===== src/rtl/rom_pkg.sv =====
// rtl/rom_pkg.sv - shared widths, FSM encoding and fixed ROM image for rom_burst_arbiter
package rom_pkg;

  localparam int ROM_ADDR_W = 4;
  localparam int ROM_DATA_W = 8;
  localparam int ROM_DEPTH  = 1 << ROM_ADDR_W;

  typedef enum logic {
    IDLE = 1'b0,
    READ = 1'b1
  } state_t;

  localparam logic [ROM_DATA_W-1:0] ROM_IMAGE [ROM_DEPTH] = '{
    8'hA1, 8'hB2, 8'hC3, 8'hD4, 8'hE5, 8'hF6, 8'h12, 8'h34,
    8'h56, 8'h78, 8'h9A, 8'hBC, 8'hDE, 8'hEF, 8'hF1, 8'h00
  };

endpackage


===== src/rtl/rom_array.sv =====
// rtl/rom_array.sv - synchronous-read 16x8 ROM with registered output
module rom_array
  import rom_pkg::*;
(
  input  logic                  clk,
  input  logic                  rst,
  input  logic                  en,
  input  logic [ROM_ADDR_W-1:0] addr,
  output logic [ROM_DATA_W-1:0] data
);

  // The output register doubles as the rd_data pipeline stage, so it clears on reset.
  always_ff @(posedge clk or posedge rst) begin
    if (rst) begin
      data <= '0;
    end else if (en) begin
      data <= ROM_IMAGE[addr];
    end
  end

endmodule


===== src/rtl/rom_burst_arbiter.sv =====
// rtl/rom_burst_arbiter.sv - round-robin arbiter and burst sequencer over a shared 16x8 ROM
module rom_burst_arbiter
  import rom_pkg::*;
#(
  parameter int NUM_REQ = 4,
  parameter int ADDR_W  = ROM_ADDR_W,
  parameter int DATA_W  = ROM_DATA_W
) (
  input  logic                      clk,
  input  logic                      rst,
  input  logic [NUM_REQ-1:0]        req,
  input  logic [NUM_REQ*ADDR_W-1:0] req_addr,
  input  logic [NUM_REQ*ADDR_W-1:0] req_len,
  output logic [NUM_REQ-1:0]        gnt,
  output logic                      rd_valid,
  output logic [DATA_W-1:0]         rd_data,
  output logic [1:0]                rd_id,
  output logic                      rd_last,
  output logic                      busy
);

  state_t            state, state_nxt;
  logic [1:0]        last_winner, winner, cand, cur_id;
  logic              found, grant_now, issue;
  logic [ADDR_W-1:0] cur_addr, remaining;
  logic [ADDR_W-1:0] addr_arr [NUM_REQ];
  logic [ADDR_W-1:0] len_arr  [NUM_REQ];

  for (genvar g = 0; g < NUM_REQ; g++) begin : g_unpack
    assign addr_arr[g] = req_addr[g*ADDR_W +: ADDR_W];
    assign len_arr[g]  = req_len[g*ADDR_W +: ADDR_W];
  end

  // Search begins one past the previous winner so every requester gets a turn.
  always_comb begin
    found  = 1'b0;
    winner = last_winner;
    cand   = last_winner;
    for (int k = 1; k <= NUM_REQ; k++) begin
      cand = 2'((int'(last_winner) + k) % NUM_REQ);
      if (!found && req[cand]) begin
        found  = 1'b1;
        winner = cand;
      end
    end
  end

  always_comb begin
    state_nxt = state;
    grant_now = 1'b0;
    issue     = 1'b0;
    case (state)
      IDLE: begin
        if (found) begin
          grant_now = 1'b1;
          state_nxt = READ;
        end
      end
      READ: begin
        issue = 1'b1;
        if (remaining == '0) begin
          state_nxt = IDLE;
        end
      end
      default: state_nxt = IDLE;
    endcase
  end

  always_ff @(posedge clk or posedge rst) begin
    if (rst) begin
      state       <= IDLE;
      last_winner <= 2'(NUM_REQ - 1);
      cur_addr    <= '0;
      remaining   <= '0;
      cur_id      <= '0;
      gnt         <= '0;
      rd_valid    <= 1'b0;
      rd_id       <= '0;
      rd_last     <= 1'b0;
    end else begin
      state    <= state_nxt;
      gnt      <= grant_now ? (NUM_REQ'(1) << winner) : '0;
      rd_valid <= issue;
      rd_id    <= cur_id;
      rd_last  <= issue && (remaining == '0);
      if (grant_now) begin
        last_winner <= winner;
        cur_addr    <= addr_arr[winner];
        remaining   <= len_arr[winner];
        cur_id      <= winner;
      end else if (issue) begin
        cur_addr  <= cur_addr + 1'b1;
        remaining <= remaining - 1'b1;
      end
    end
  end

  rom_array u_rom (
    .clk  (clk),
    .rst  (rst),
    .en   (issue),
    .addr (cur_addr),
    .data (rd_data)
  );

  assign busy = (state != IDLE) || rd_valid;

endmodule


===== config.mk =====
export PLATFORM = sky130hd
export DESIGN_NAME = rom_burst_arbiter
export DESIGN_NICKNAME = d
export VERILOG_FILES = /design/src/rtl/rom_pkg.sv /design/src/rtl/rom_array.sv /design/src/rtl/rom_burst_arbiter.sv
export SDC_FILE = /design/constraint.sdc
export NUM_CORES = 1
export LEC_CHECK = 0
export CORE_MARGIN = 4
export CORE_UTILIZATION = 42
export DETAILED_ROUTE_END_ITERATION = 8
export PLACE_DENSITY = 0.76
export REMOVE_ABC_BUFFERS = 1
export SKIP_CTS_REPAIR_TIMING = 1
export SYNTH_ARGS = -nofsm -noshare
export SYNTH_HDL_FRONTEND = slang
export SYNTH_SLANG_ARGS = --single-unit

===== constraint.sdc =====
create_clock -name clk -period 1.9 [get_ports clk]
set_input_delay 0.38 -clock clk [delete_from_list [all_inputs] [get_ports clk]]
set_output_delay 0.38 -clock clk [all_outputs]
set_load 0.02 [all_outputs]

==> out/summary.txt <==
CP max stage cell -> clkdlybuf4s50_1
Largest family of logic cells by synthesized area -> compound AO/OA/AOI/OAI gates
IO Count -> 55
CP endpoint kind -> flop
Simple-gate area share of the yosys netlist -> 0.167
Maxcap violations -> 0
Synthesized cell area -> 1780 um^2
Worst R2R Path Depth -> 5
Hpwl dp -> 3490 um
Worst r2r dst -> remaining[3]$_DFFE_PP0P_
PnR worst setup slack -> 0.0528 ns
Synth Flop Type -> dfrtp_1
Clk pin slew, worst setup/hold paths -> 0.06 ns
Worst Path Buf+Inv -> 1
WL final -> 4630 um
GR peak layer -> met2
Warnings from Yosys -> 0
Mean routed wirelength per cell -> 15.1 um
Initial antenna violation count -> 0
#FFs+latches synth -> 29
Layout Skew -> 0.00617 ns
First-pass GRT wire length -> 7510 um
Post-synthesis adder-cell area fraction -> 0.0493
Cells after Synth -> 187
Maximum number of pins on one net before global-route repair -> 30
FF-to-FF setup slack -> 0.08 ns
Unrepaired setup endpoints after global routing -> true
Num CTS Buffers -> 5
CTS tree -> yes
Clock Tree Buf Depth -> 2
Fmax -> 541 MHz
Worst-margin pin slew -> 0.637 ns
Root Buffer -> clkbuf_8
Worst vdd ir -> 0.653 mV
Compound-cell area share of the yosys netlist -> 0.233
Post-synth EDFFs -> 0
CP startpoint -> req[0]
Synth unique cells -> 43
Largest fanout on the critical path -> 3
Final Util -> 0.633
Startpoint Class -> input pin
Worst slack at placement -> -0.257 ns
Placer congestion estimate -> 0.913
Power per cell area -> 1470 nW/um^2
Core Footprint -> 4060 um^2
FP Rows -> 23
Ys async rst share -> 1.00
Multiplexer share of the synthesized area -> 0.0746
HP Start -> cur_id[1]$_DFFE_PP0P_
ANT cells -> 0
Max Slew Vio Count -> 0
WHS Endpoint -> rd_id[1]$_DFF_PP0_
Fin nets -> 301
Cell area after placement -> 2460 um^2
Total number of vias -> 1688
Routed Antenna Nets -> 0
Area growth, synth to finish -> 44.5%
Top delay family on crit path -> compound AO/OA/AOI/OAI gates
Leak Pwr -> 0.00112 uW
IO Port Bufs -> 54
Worst path cell trace -> clkdlybuf4s50_1 -> nor2b_1 -> o21ba_1 -> nor3_4 -> mux2_1 -> a211o_1
First-pass DRT Iterations -> 5
Period Utilization, post-route -> 0.972
Die span in y -> 73.1 um
Sequential fraction of the synthesis area -> 0.410
Min cycle time layout -> 1.85 ns
Global routing usage on met1 -> 0.197
Final Cell Area -> 2570 um^2
Total die area -> 5340 um^2
Synth Area in XOR/XNOR -> 0.0197
Overall Global Routing Usage -> 0.182
Drt initial violations -> 72
WS Path Type -> input pin to flop
Vias per cell -> 5.52
Final Hold Vio Count -> 0
Type of the tightest min-delay check -> flop to flop
Avg Inst Size Synth -> 9.51 um^2
WP data arrival -> 2.01 ns
Grt met3 use -> 0.0551
Status -> finished clean
# setup viols final -> 0
RR Startpoint -> last_winner[1]$_DFFE_PP1P_
Vias in the first global route -> 1719
Setup TNS -> 0 ns
DRC Markers -> 0
Slew margin rel. -> 0.575
CTS H-tree depth -> 2
Slowest stage delay, CP -> 0.50 ns
Required @ worst endpoint -> 2.06 ns
WHS Path Cells -> 0
Layout cells sized above 1 -> 0.156
Worst skew pair latency -> 0.28 ns
Starting Density -> 0.438
Remaining global-route overflow -> 0
GR met2 Demand/Resource -> 0.316
CTS Sinks -> 29
Die Width -> 73.1 um
through the flow:
step / hold WS [ns] / power, uW / cells
2_1_floorplan: 0.354 / 2510 / 177
3_3_place_gp: 0.361 / 3170 / 299
3_5_place_dp: 0.379 / 3250 / 299
4_1_cts: 0.383 / 3780 / 306
5_1_grt: 0.389 / 4070 / 306
6_report: 0.381 / 3760 / 306
routing by layer:
| layer | vias up | part of all wire |
|---|---|---|
| li1 | 822 | - |
| met1 | 780 | 0.41 |
| met4 | 0 | 0.027 |
| met5 | - | 0 |
| met2 | 69 | 0.50 |
| met3 | 17 | 0.062 |
worst max-delay path by stage:
stage,endpoint,slack (ns),cells past startpoint
after detailed placement,remaining[3]$_DFFE_PP0P_,-0.26,6
after floorplan,remaining[3]$_DFFE_PP0P_,-0.29,5
after global routing,remaining[3]$_DFFE_PP0P_,-0.04,6
after global placement,remaining[3]$_DFFE_PP0P_,-0.22,6
final,remaining[3]$_DFFE_PP0P_,0.05,6
after CTS,busy,-0.02,2
layout by cell type, fill, tap and decap left out, types with 4 or more instances in the layout:
master	instances
buf_4	18
clkbuf_8	6
ha_1	7
inv_1	8
clkdlybuf4s50_1	52
a31oi_1	4
o21ai_0	5
a21oi_1	18
nand2_1	4
nand4_1	8
o211ai_1	7
mux2i_1	10
a21o_1	7
o31ai_1	8
dfrtp_1	27
nor2b_1	4
or2_2	4
nor2_1	19
flip-flops by register name, indices dropped and copies added, names as in the netlist:
name	flops
rd_valid	1
cur_addr	4
state	1
rd_last	1
rd_id	2
remaining	4
last_winner	2
gnt	4
u_rom.data	8
cur_id	2
synth_stat cells (all sizes together), types with 5 or more instances:
cell    count  area, um^2
ha          7        87.6
o21ai       5        25.0
dfrtp      27         676
a21o        7        52.6
inv         8        30.0
o211ai      8        65.1
mux2i      11         110
nand4       8        50.1
a21oi      18        90.1
nor2       22        95.1
clkbuf      6        22.5
o31ai       9        67.6
power by group:
part           switching (uW)  leakage [uW]  internal [uW]  total [uW]
logic                    1030      0.000732           1020        2050
clock network             227     0.0000443            287         514
registers                 285      0.000339            914        1200
cell type report:
cell class,count,area [um^2]
well taps,50,62.6
inverters,8,30.0
flip-flops and latches,29,728
multi-input cells,140,981
clock buffers,7,86.3
fillers,349,1490
repair buffers,72,681
cells by family after synthesis:
family	count (synthesis)
AOI/OAI and AO/OA	62
and+or+nand+nor	54
DFF	29
buffers and inverters	18
muxes	13
adders and majority gates	7
xor gates and xnor gates	4
Power figures use the tool's default switching activity.
